<file path="config.mk">
export PLATFORM = sky130hd
export DESIGN_NAME = bitrev_frame_sched
export DESIGN_NICKNAME = d
export VERILOG_FILES = /design/src/rtl/bitrev_frame_sched.sv
export SDC_FILE = /design/constraint.sdc
export NUM_CORES = 1
export LEC_CHECK = 0
export ABC_AREA = 1
export BUFFER_PORTS_ARGS = -buffer_cell sky130_fd_sc_hd__buf_2
export CAP_MARGIN = 30
export CORE_ASPECT_RATIO = 1.75
export CORE_UTILIZATION = 45
export DETAILED_ROUTE_END_ITERATION = 8
export GPL_TIMING_DRIVEN = 0
export PLACE_DENSITY_LB_ADDON = 0.05
export RECOVER_POWER = 100
export SYNTH_ARGS = -nofsm -noshare
export SYNTH_HDL_FRONTEND = slang
export SYNTH_SLANG_ARGS = --single-unit
</file>
<file path="constraint.sdc">
create_clock -name clk -period 2.6 [get_ports clk]
set_input_delay 0.13 -clock clk [delete_from_list [all_inputs] [get_ports clk]]
set_output_delay 0.13 -clock clk [all_outputs]
set_load 0.01 [all_outputs]
</file>
<file path="src/rtl/bitrev_frame_sched.sv">
// Frame scheduler around the ping-pong bit-reverse core: admission, point-size latching,
// bank occupancy and SOP/EOP tagging. Optional counters under BITREV_SCHED_STATS_EN.
module bitrev_frame_sched #(
    parameter int DWIDTH    = 32,
    parameter int PWIDTH    = 11,
    parameter int MIN_POINT = 16
) (
    input  logic              clk,
    input  logic              reset,
    input  logic [PWIDTH-1:0] cfg_point,
    input  logic [DWIDTH-1:0] s_data,
    input  logic              s_valid,
    output logic              s_ready,
    output logic [DWIDTH-1:0] c_data,
    output logic              c_valid,
    output logic [PWIDTH-1:0] c_point,
    input  logic [DWIDTH-1:0] c_o_data,
    input  logic              c_o_valid,
    output logic [DWIDTH-1:0] m_data,
    output logic              m_valid,
    output logic              m_sop,
    output logic              m_eop,
    output logic              err_point,
    output logic              busy
`ifdef BITREV_SCHED_STATS_EN
    ,
    output logic [15:0]       o_frames_in,
    output logic [15:0]       o_frames_out,
    output logic [15:0]       o_stall_cycles
`endif
);

    typedef enum logic [1:0] {
        ST_IDLE = 2'd0,
        ST_FILL = 2'd1,
        ST_HOLD = 2'd2
    } state_t;

    localparam logic [PWIDTH-1:0] MAX_POINT = PWIDTH'(1024);
    localparam logic [PWIDTH-1:0] P_ZERO    = {PWIDTH{1'b0}};

    function automatic logic point_legal(input logic [PWIDTH-1:0] p);
        point_legal = (p != P_ZERO) && ((p & (p - PWIDTH'(1))) == P_ZERO) &&
                      (p >= PWIDTH'(MIN_POINT)) && (p <= MAX_POINT);
    endfunction

    state_t            state_r, state_s;
    logic [PWIDTH-1:0] wcnt_r, rcnt_r, last_s;
    logic [1:0]        pending_r, pending_s;
    logic              legal_s, load_point_s, err_s;
    logic              wr_done_s, rd_live_s, rd_eop_s;

    assign legal_s   = point_legal(cfg_point);
    assign last_s    = c_point - PWIDTH'(1);
    assign wr_done_s = s_valid & s_ready & (wcnt_r == last_s);
    // Core output is only meaningful while a frame is actually pending in a bank.
    assign rd_live_s = c_o_valid & (pending_r != 2'd0);
    assign rd_eop_s  = rd_live_s & (rcnt_r == last_s);

    // Bank occupancy: simultaneous fill-complete and drain-complete cancel out.
    always_comb begin
        pending_s = pending_r;
        case ({wr_done_s, rd_eop_s})
            2'b10:   pending_s = pending_r + 2'd1;
            2'b01:   pending_s = pending_r - 2'd1;
            default: pending_s = pending_r;
        endcase
    end

    // Next-state and point/err decisions.
    always_comb begin
        state_s      = state_r;
        load_point_s = 1'b0;
        err_s        = err_point;
        case (state_r)
            ST_IDLE: begin
                if (!legal_s) begin
                    err_s = 1'b1;
                end else begin
                    err_s = 1'b0;
                    // A size change must wait until every in-flight frame has drained.
                    if ((cfg_point == c_point) || (pending_r == 2'd0)) begin
                        state_s      = ST_FILL;
                        load_point_s = 1'b1;
                    end else begin
                        state_s = ST_IDLE;
                    end
                end
            end
            ST_FILL: begin
                if (wr_done_s) begin
                    state_s = (pending_s < 2'd2) ? ST_IDLE : ST_HOLD;
                end else begin
                    state_s = ST_FILL;
                end
            end
            ST_HOLD: begin
                err_s = ~legal_s;
                if (pending_r < 2'd2) begin
                    state_s = ST_IDLE;
                end else begin
                    state_s = ST_HOLD;
                end
            end
            default: state_s = ST_IDLE;
        endcase
    end

    // Control state, occupancy and registered status outputs.
    always_ff @(posedge clk or negedge reset) begin
        if (!reset) begin
            state_r   <= ST_IDLE;
            pending_r <= 2'd0;
            wcnt_r    <= P_ZERO;
            c_point   <= MAX_POINT;
            s_ready   <= 1'b0;
            busy      <= 1'b0;
            err_point <= 1'b0;
        end else begin
            state_r   <= state_s;
            pending_r <= pending_s;
            s_ready   <= (state_s == ST_FILL);
            busy      <= (state_s == ST_FILL) | (pending_s != 2'd0);
            err_point <= err_s;
            c_point   <= load_point_s ? cfg_point : c_point;
            if (wr_done_s) begin
                wcnt_r <= P_ZERO;
            end else if (s_valid & s_ready) begin
                wcnt_r <= wcnt_r + PWIDTH'(1);
            end else begin
                wcnt_r <= wcnt_r;
            end
        end
    end

    // Input path register toward the core.
    always_ff @(posedge clk or negedge reset) begin
        if (!reset) begin
            c_data  <= {DWIDTH{1'b0}};
            c_valid <= 1'b0;
        end else begin
            c_data  <= s_data;
            c_valid <= s_valid & s_ready;
        end
    end

    // Output path register with frame boundary tagging.
    always_ff @(posedge clk or negedge reset) begin
        if (!reset) begin
            m_data  <= {DWIDTH{1'b0}};
            m_valid <= 1'b0;
            m_sop   <= 1'b0;
            m_eop   <= 1'b0;
            rcnt_r  <= P_ZERO;
        end else begin
            m_data  <= c_o_data;
            m_valid <= c_o_valid;
            m_sop   <= rd_live_s & (rcnt_r == P_ZERO);
            m_eop   <= rd_eop_s;
            if (rd_eop_s) begin
                rcnt_r <= P_ZERO;
            end else if (rd_live_s) begin
                rcnt_r <= rcnt_r + PWIDTH'(1);
            end else begin
                rcnt_r <= rcnt_r;
            end
        end
    end

`ifdef BITREV_SCHED_STATS_EN
    // Frame counters wrap; stall counter saturates.
    always_ff @(posedge clk or negedge reset) begin
        if (!reset) begin
            o_frames_in    <= 16'd0;
            o_frames_out   <= 16'd0;
            o_stall_cycles <= 16'd0;
        end else begin
            o_frames_in  <= wr_done_s ? (o_frames_in + 16'd1) : o_frames_in;
            o_frames_out <= rd_eop_s ? (o_frames_out + 16'd1) : o_frames_out;
            if (s_valid && !s_ready && (o_stall_cycles != 16'hFFFF)) begin
                o_stall_cycles <= o_stall_cycles + 16'd1;
            end else begin
                o_stall_cycles <= o_stall_cycles;
            end
        end
    end
`endif

endmodule

</file>
==> results of run 1 <==
-- metrics by stage --
step                      area (µm²)  utilization, %
after floorplan                 4720               -
after global placement          5680            56.9
after detailed placement        5710            57.2
after CTS                       6880            69.1
after global routing            6780            68.0
final                           6780            68.0
-- worst max-delay path, cell delays in order (launching register included) --
cell and delay (ns):
sky130_fd_sc_hd__dfrtp_2 0.40, sky130_fd_sc_hd__inv_4 0.05, sky130_fd_sc_hd__ha_4 0.18, sky130_fd_sc_hd__nand2_4 0.11, sky130_fd_sc_hd__nor2_8 0.05, sky130_fd_sc_hd__buf_4 0.14, sky130_fd_sc_hd__nand2_4 0.05, sky130_fd_sc_hd__nand2_2 0.06
sky130_fd_sc_hd__nand3_1 0.07, sky130_fd_sc_hd__nand2_1 0.06, sky130_fd_sc_hd__nor2_2 0.14, sky130_fd_sc_hd__nand3_2 0.11, sky130_fd_sc_hd__nor2_4 0.14, sky130_fd_sc_hd__buf_6 0.13, sky130_fd_sc_hd__ha_4 0.20, sky130_fd_sc_hd__a21oi_2 0.09
sky130_fd_sc_hd__o21ai_1 0.08, sky130_fd_sc_hd__xor2_1 0.18, sky130_fd_sc_hd__nor2_1 0.14, sky130_fd_sc_hd__nand3_1 0.08
-- logic make-up (layout without fill, tap and decap cells) --
| family | Yosys count | in the layout |
|---|---|---|
| and+or+nand+nor | 269 | 269 |
| xor gates and xnor gates | 17 | 17 |
| AOI/OAI and AO/OA | 26 | 26 |
| buffers and inverters | 63 | 324 |
| DFF | 108 | 108 |
| adders and majority gates | 5 | 5 |
-- report_power, final --
part / switching, mW / internal [mW] / leakage (nW)
registers: 0.0694 / 1.77 / 1.26
logic: 0.257 / 0.208 / 1.82
clock network: 0.671 / 0.701 / 0.147
total: 0.997 / 2.68 / 3.23
-- path summary, 6_finish.rpt --
| path | start | to | cells past startpoint |
|---|---|---|---|
| min reg2reg | err_point | err_point | 2 |
| min in group asynchronous | reset | m_data[11] | 2 |
| max reg2reg | c_point[1] | busy | 19 |
| max in group asynchronous | reset | c_point[2] | 3 |
| min | cfg_point[10] | c_point[10] | 3 |
| max | c_point[1] | busy | 19 |
-- placed cells by master, fill, tap and decap left out, types with 5 or more instances in the layout --
cell,netlist,routed
sky130_fd_sc_hd__nand2_1,107,103
sky130_fd_sc_hd__dfrtp_1,107,103
sky130_fd_sc_hd__clkbuf_1,1,82
sky130_fd_sc_hd__buf_2,2,79
sky130_fd_sc_hd__dlygate4sd3_1,0,66
sky130_fd_sc_hd__inv_1,53,48
sky130_fd_sc_hd__nand3_1,49,42
sky130_fd_sc_hd__nor2_1,45,40
sky130_fd_sc_hd__buf_4,1,21
sky130_fd_sc_hd__o21ai_0,15,14
sky130_fd_sc_hd__nand3_2,8,13
sky130_fd_sc_hd__nor2_2,11,12
sky130_fd_sc_hd__nand2_2,7,11
sky130_fd_sc_hd__nand4_1,11,11
sky130_fd_sc_hd__nor3_1,9,9
sky130_fd_sc_hd__xnor2_1,9,9
sky130_fd_sc_hd__clkbuf_16,0,9
sky130_fd_sc_hd__xor2_1,8,8
sky130_fd_sc_hd__nor2_4,2,6
sky130_fd_sc_hd__inv_2,3,5
sky130_fd_sc_hd__nand2_4,5,5
-- per-layer routing --
| layer | vias up | wire [µm] |
|---|---|---|
| met3 | 43 | 790 |
| met2 | 164 | 7160 |
| met5 | - | 0 |
| met1 | 2052 | 4680 |
| met4 | 0 | 677 |
| li1 | 2063 | - |
-- area by class of cell --
type | instances | area (µm²)
Inverter | 56 | 218
Sequential cell | 108 | 2710
Multi-Input combinational cell | 317 | 1840
Timing Repair Buffer | 246 | 1510
Clock buffer | 10 | 239
Tap cell | 125 | 156
Fill cell | 836 | 3190
Clock inverter | 6 | 60.1
Buffer | 6 | 46.3
-- sequential cells by signal (all words and copies together), names as in the netlist --
signal     flops
m_sop          1
m_data        32
c_point       11
rcnt_r        11
c_data        32
s_ready        1
pending_r      2
m_eop          1
wcnt_r        11
c_valid        1
m_valid        1
err_point      1
busy           1
state_r        2
-- timing repair --
item | in CTS | in global routing
hold endpoints to repair | 104 | 0
setup buffers | 16 | 3
resized for setup | 29 | 2
endpoints found under the setup margin | 3 | 3
pin swaps | 17 | 10
hold buffers | 66 | 0
==> metrics.sh, run 1 <==
OUTCOME='completed'
CRITICAL_PATH.STARTPOINT_TYPE='flop'
DRT_WL_TOTAL_UM=13300
TIMING_HOLD_VIOLATIONS_FINAL=0
POWER_LEAKAGE_nW=3.23
DRV.MAX_CAP_VIOLATION_COUNT=0
CLOCKBUFFERDEPTH=2
ROW_COUNT=48
TRITONCTS='yes'
YOSYSUNIQUECELLTYPES=36
YS_WARN_COUNT=0
GRT_SETUP_UNREPAIRED='true'
POST-ROUTE-MIN-PERIOD_NS=2.60
NUM_IO_PINS=161
SYNTHCELLS=488
TIMING.FINAL.SETUP_VIOLATIONS=0
PERIOD_SHARE_PCT=100
SYNTH_COMPOUND_GATE_AREA_SHARE_PCT=3.08
SYNTHFLOPTYPE='sky130_fd_sc_hd__dfrtp_1'
LAYOUT-DRIVE-GT1-SHARE_PCT=25.9
SYNTH.NET_COUNT=572
DIE_WIDTH_UM=79.1
NUMCTSBUFFERS=9
WHS_NS=0.0320
WORST-SLEW-PIN-TRANSITION_NS=0.948
CTS_SINKS=108
GROUTE.LAYER.MET1.USAGE_PCT=28.2
WORSTPATHARRIVAL_NS=2.82
MEAN_CELL_AREA_OF_THE_MAPPED_NETLIST_UM2=9.58
SYNTH_TOP_CELLS_BY_AREA='sky130_fd_sc_hd__dfrtp_1 (57%), sky130_fd_sc_hd__nand2_1 (8.6%), sky130_fd_sc_hd__nand3_1 (5.2%)'
DR.PASS1.ITERS=4
HOLDCRITPATHCLASS='in2reg'
END_KIND='flop'
CTS.ROOT.BUFFER_CELL='sky130_fd_sc_hd__clkbuf_16'
DRT-WIRELENGTH-PER-CELL_UM=15.2
MAIN_COMBINATIONAL_CELL_FAMILY_BY_AREA_AFTER_SYNTHESIS='simple AND/OR/NAND/NOR gates'
GRT_START_MAX_NET_PINS=70
DPL.CELL_COUNT=774
LAYOUT-AREA-OVERHEAD-VS-SYNTH_PCT=44.9
FINALPOWER_mW=3.67
SYNTH_AREA_UM2=4680
FINAL_MAX_SLEW_VIOL_COUNT=0
SYNTHTOPCELLSBYCOUNT='sky130_fd_sc_hd__dfrtp_1 (107), sky130_fd_sc_hd__nand2_1 (107), sky130_fd_sc_hd__inv_1 (53)'
MAXIMUM_FANOUT_COUNT_ALONG_THE_CRITICAL_PATH=5
FINALNONFILLERCELLS=874
YS_SEQ_AREA_SHARE_PCT=57.8
RELSLEWSLACK_PCT=36.8
MUX_CELL_AREA_SHARE_AFTER_SYNTHESIS_PCT=0
POST_PLACE_SETUP_SLACK_NS=-0.329
FLOORPLAN.INITIALDENSITY_PCT=46.9
DRC=0
PLACE_HPWL_UM=9040
MAXCLOCKFREQUENCY_MHz=385
FINCLKSKEW_NS=0.00483
NNETSFINAL=828
P_PER_AREA_nW_PER_UM2=542
GROUTE.LAYER.MET3.USAGE_PCT=5.67
WORST_SLACK_NS=0.00109
YOSYS.AREA_SHARE.XOR_XNOR_PCT=3.18
GRT_BUSIEST_LAYER='met2'
ROUTE.VIAS.TOTAL=4322
VDD_DROP_MAX_mV=0.519
DIE-HEIGHT_UM=137
BUFFER_PORTS.INSERTED=160
SHARE_OF_THE_SYNTHESIZED_AREA_IN_THE_TOP_CELL_TYPE_PCT=57.2
SYNTH_SEQ_CELLS=108
GLOBALROUTETOTALUTIL_PCT=26.8
FP.COREAREA_UM2=9970
FIRST_PASS_GRT_WIRE_LENGTH_UM=21800
CP_DATA_REQUIRED_TIME_NS=2.82
CLOCK_TREE.HTREE_LEVEL_COUNT=3
COUNT_OF_FLIP_FLOPS_WITH_A_BUILT_IN_ENABLE_AFTER_SYNTHESIS=0
FIRST_GLOBAL_VIAS=4599
RRSETUPSLACK_NS=0.001
GRT.MET2_USAGE_PCT=47.7
ANTENNA_VIOLATING_NETS_POST_ROUTE=0
SYNTHADDERAREAFRAC_PCT=1.34
SYNTH-ASYNC-RESET-RATIO_PCT=100
CLK_LATENCY_NS=0.35
DESIGN.DIE.AREA_UM2=10800
YOSYS.AREA_SHARE.SIMPLE_PCT=28.9
CRITICALPATHCATEGORY='reg2reg'
DRT_ITER0_DRC=248
CLKTRANSATPATHREGS_NS=0.07
POST-SYNTH-TOP-AREA-CELL='sky130_fd_sc_hd__dfrtp_1'
OVERFLOW=0
ROUTE.DETAILED.VIAS_PER_INST=4.95
ANTENNA_FOUND_INITIAL=0
FINAL_ESTIMATED_ROUTING_CONGESTION_IN_GLOBAL_PLACEMENT=0.884
SETUP-TNS-FINAL_NS=0
NUM_ANTENNA_CELLS=0
No activity file was read; power rests on OpenSTA's default activity.
==> inputs of run 2 (changes only) <==
--- a/config.mk
+++ b/config.mk
@@ -6,7 +6,7 @@
 export NUM_CORES = 1
 export LEC_CHECK = 0
 export ABC_AREA = 1
-export BUFFER_PORTS_ARGS = -buffer_cell sky130_fd_sc_hd__buf_2
+export BUFFER_PORTS_ARGS = -buffer_cell sky130_fd_sc_hd__clkbuf_2
 export CAP_MARGIN = 30
 export CORE_ASPECT_RATIO = 1.75
 export CORE_UTILIZATION = 45
@@ -14,6 +14,7 @@
 export GPL_TIMING_DRIVEN = 0
 export PLACE_DENSITY_LB_ADDON = 0.05
 export RECOVER_POWER = 100
+export REMOVE_ABC_BUFFERS = 1
 export SYNTH_ARGS = -nofsm -noshare
 export SYNTH_HDL_FRONTEND = slang
 export SYNTH_SLANG_ARGS = --single-unit
==> run 2 against run 1 <==
Global-route usage is 0.61 points higher. Routed wire length is 5.1% higher. Hold slack worse by 0.012 ns. Utilization is 0.30 points lower. Register-to-register slack better by 0.05 ns. Via count is 0.37% lower. First-iteration DRC count is 1.6% higher. Sequential cell count stayed put. Critical path type unchanged.
==> metrics.sh, run 2 (synthesis gave the netlist of run 1 again) <==
OUTCOME='completed'
CTS_SINKS=108  # unchanged
LAYOUT-DRIVE-GT1-SHARE_PCT=27.1  # +1.2 points
DRV.MAX_CAP_VIOLATION_COUNT=0  # unchanged
CLK_LATENCY_NS=0.34  # about the same
NNETSFINAL=822  # -0.72%
MOSTFREQUENTLAYOUTCELLS='sky130_fd_sc_hd__nand2_1 (100), sky130_fd_sc_hd__dfrtp_1 (100), sky130_fd_sc_hd__clkbuf_2 (83), sky130_fd_sc_hd__clkbuf_1 (77), sky130_fd_sc_hd__dlygate4sd3_1 (66)'
CLKTRANSATPATHREGS_NS=0.07  # about the same
NUM_IO_PINS=161  # unchanged
DIE-HEIGHT_UM=137  # unchanged
P_PER_AREA_nW_PER_UM2=538  # -0.79%
CRITICAL_PATH.STARTPOINT_TYPE='flop'
ANTENNA_FOUND_INITIAL=0  # unchanged
DRT_WL_TOTAL_UM=14000  # +5.1%
GRT_START_MAX_NET_PINS=109  # +56%
POST_PLACE_SETUP_SLACK_NS=-0.980  # -0.651 ns
CP.BUFFERS_INVERTERS=2  # -1
DETAILED_PLACE.AREA_UM2=5590  # -2.1%
FINCLKSKEW_NS=0.00544  # +0.000614 ns
CP_CELL_SEQUENCE='inv_2 -> ha_4 -> nand2_4 -> nor2_8 -> nand3_2 -> nand3_2 -> nand2_1 -> nor2_2 -> nand3_4 -> nor2_4 -> inv_2 -> ha_4 -> a21oi_2 -> o21ai_1 -> xor2_1 -> nor2_1 -> nand3_1'
PLACE_HPWL_UM=9650  # +6.8%
HOLDCRITPATHCLASS='in2reg'
FIRST_GLOBAL_VIAS=4546  # -1.2%
TIMING.FINAL.SETUP_VIOLATIONS=0  # unchanged
ROUTE.VIAS.TOTAL=4306  # -0.37%
DRC=0  # unchanged
CLOCKBUFFERDEPTH=2  # unchanged
POST-ROUTE-MIN-PERIOD_NS=2.55  # -0.0476 ns
FINAL_ESTIMATED_ROUTING_CONGESTION_IN_GLOBAL_PLACEMENT=0.887  # +0.41%
NUMCTSBUFFERS=9  # unchanged
TIMING_HOLD_VIOLATIONS_FINAL=0  # unchanged
WORSTPATHARRIVAL_NS=2.75  # -0.07 ns
WORST-SLEW-PIN-TRANSITION_NS=1.46  # +0.516 ns
DR.PASS1.ITERS=4  # unchanged
NUM_ANTENNA_CELLS=0  # unchanged
CLOCK_TREE.HTREE_LEVEL_COUNT=3  # unchanged
CP_DATA_REQUIRED_TIME_NS=2.80  # -0.02 ns
GRT_SETUP_UNREPAIRED='true'
SETUP-TNS-FINAL_NS=0  # unchanged
FLOORPLAN.INITIALDENSITY_PCT=46.9  # unchanged
FP.COREAREA_UM2=9970  # unchanged
MAXCLOCKFREQUENCY_MHz=392  # +1.9%
PERIOD_SHARE_PCT=98.1  # -1.8 points
ANTENNA_VIOLATING_NETS_POST_ROUTE=0  # unchanged
FIRST_PASS_GRT_WIRE_LENGTH_UM=21900  # +0.25%
DRT-WIRELENGTH-PER-CELL_UM=16.1  # +5.8%
DIE_WIDTH_UM=79.1  # unchanged
FIN_AREA_UM2=6750  # -0.44%
LAYOUT-AREA-OVERHEAD-VS-SYNTH_PCT=44.3
DESIGN.DIE.AREA_UM2=10800  # unchanged
ROW_COUNT=48  # unchanged
CPLARGESTDELAYFAMILY='simple AND/OR/NAND/NOR gates'
WHS_NS=0.0201  # -0.0120 ns
ROUTE.DETAILED.VIAS_PER_INST=4.96  # +0.32%
FINALNONFILLERCELLS=868  # -0.69%
OVERFLOW=0  # unchanged
MAXIMUM_FANOUT_COUNT_ALONG_THE_CRITICAL_PATH=5  # unchanged
RELSLEWSLACK_PCT=2.37  # -34 points
DRT_ITER0_DRC=252  # +1.6%
POWER_LEAKAGE_nW=3.24  # +0.50%
REG.LARGEST.LIST='c_data (32), m_data (32)'
FINAL_MAX_SLEW_VIOL_COUNT=0  # unchanged
WORST_SLACK_NS=0.0487  # +0.0476 ns
TIMING.CRITICAL_PATH.SLOWEST_STAGE_CELL='sky130_fd_sc_hd__dfrtp_2'
CRITICALPATHCATEGORY='reg2reg'
TRITONCTS='yes'
NUM-FILL-CELLS=840  # +0.48%
GLOBALROUTETOTALUTIL_PCT=27.4  # +0.61 points
CRIT_PATH_MAX_INCR_DELAY_NS=0.42  # +0.02 ns
CTS.ROOT.BUFFER_CELL='sky130_fd_sc_hd__clkbuf_16'
VDD_DROP_MAX_mV=0.515  # -0.88%
DPL.CELL_COUNT=766  # -1.0%
BUFFER_PORTS.INSERTED=160  # unchanged
END_KIND='flop'
-- run 2: changes by cell type in the layout (fill, tap and decap cells not counted), sizes merged --
cell      before  now
clkinvlp       0    1
clkinv         2    4
inv           60   57
clkbuf        94  170
buf          102   20
-- run 2: layer usage --
metal	up-vias	share of wire [%]	track usage, %
met1	2026	34	26.7
met5	-	0	0
met3	51	6.5	7.60
met4	0	5.1	14.7
met2	174	55	51.1
li1	2055	-	-
-- run 2: power breakdown --
group | internal (mW) | switching (mW)
sequential | 1.77 | 0.0730
clock | 0.671 | 0.648
combinational | 0.207 | 0.261
-- run 2: metrics by stage --
stage	util, %	total power [mW]
CTS	67.3	3.67
floorplan	-	2.05
global placement	56.0	2.27
global route	67.7	3.78
finish	67.7	3.63
detailed placement	56.0	2.28
-- run 2: area by class of cell --
cell class              count  area [µm²]  share of cell area [%]
flip-flops and latches    108        2710                    40.2
multi-input cells         317        1860                    27.5
repair buffers            246        1520                    22.5
clock buffers              10         229                    3.39
inverters                  56         213                    3.15
well taps                 125         156                    2.32
clock inverters             6        61.3                   0.908
-- run 2: worst reg2reg max path: stages (launching register included) --
cell and delay (ns):
sky130_fd_sc_hd__dfrtp_2 0.42, sky130_fd_sc_hd__inv_2 0.08, sky130_fd_sc_hd__ha_4 0.19, sky130_fd_sc_hd__nand2_4 0.09
sky130_fd_sc_hd__nor2_8 0.15, sky130_fd_sc_hd__nand3_2 0.10, sky130_fd_sc_hd__nand3_2 0.11, sky130_fd_sc_hd__nand2_1 0.07
sky130_fd_sc_hd__nor2_2 0.13, sky130_fd_sc_hd__nand3_4 0.10, sky130_fd_sc_hd__nor2_4 0.14, sky130_fd_sc_hd__inv_2 0.06
sky130_fd_sc_hd__ha_4 0.24, sky130_fd_sc_hd__a21oi_2 0.09, sky130_fd_sc_hd__o21ai_1 0.08, sky130_fd_sc_hd__xor2_1 0.18
sky130_fd_sc_hd__nor2_1 0.11, sky130_fd_sc_hd__nand3_1 0.08
-- run 2: timing repair --
| action | 4_1_cts | 5_1_grt |
|---|---|---|
| resized for setup | 25 | 22 |
| setup endpoints to repair | 15 | 3 |
| hold buffers | 66 | 0 |
| buffers inserted | 11 | 9 |
| pin swaps | 16 | 22 |
| hold endpoints to repair | 172 | 0 |
-- run 2: final timing paths --
| path | to | slack [ns] | from | cells past startpoint |
|---|---|---|---|---|
| setup reg to reg | busy | 0.05 | c_point[1] | 17 |
| max in group asynchronous | c_point[6] | 0.89 | reset | 2 |
| hold / removal | c_point[10] | 0.02 | cfg_point[10] | 3 |
| hold reg to reg | err_point | 0.52 | err_point | 2 |
| setup / recovery | busy | 0.05 | c_point[1] | 17 |
| min in group asynchronous | wcnt_r[6] | 0.68 | reset | 2 |
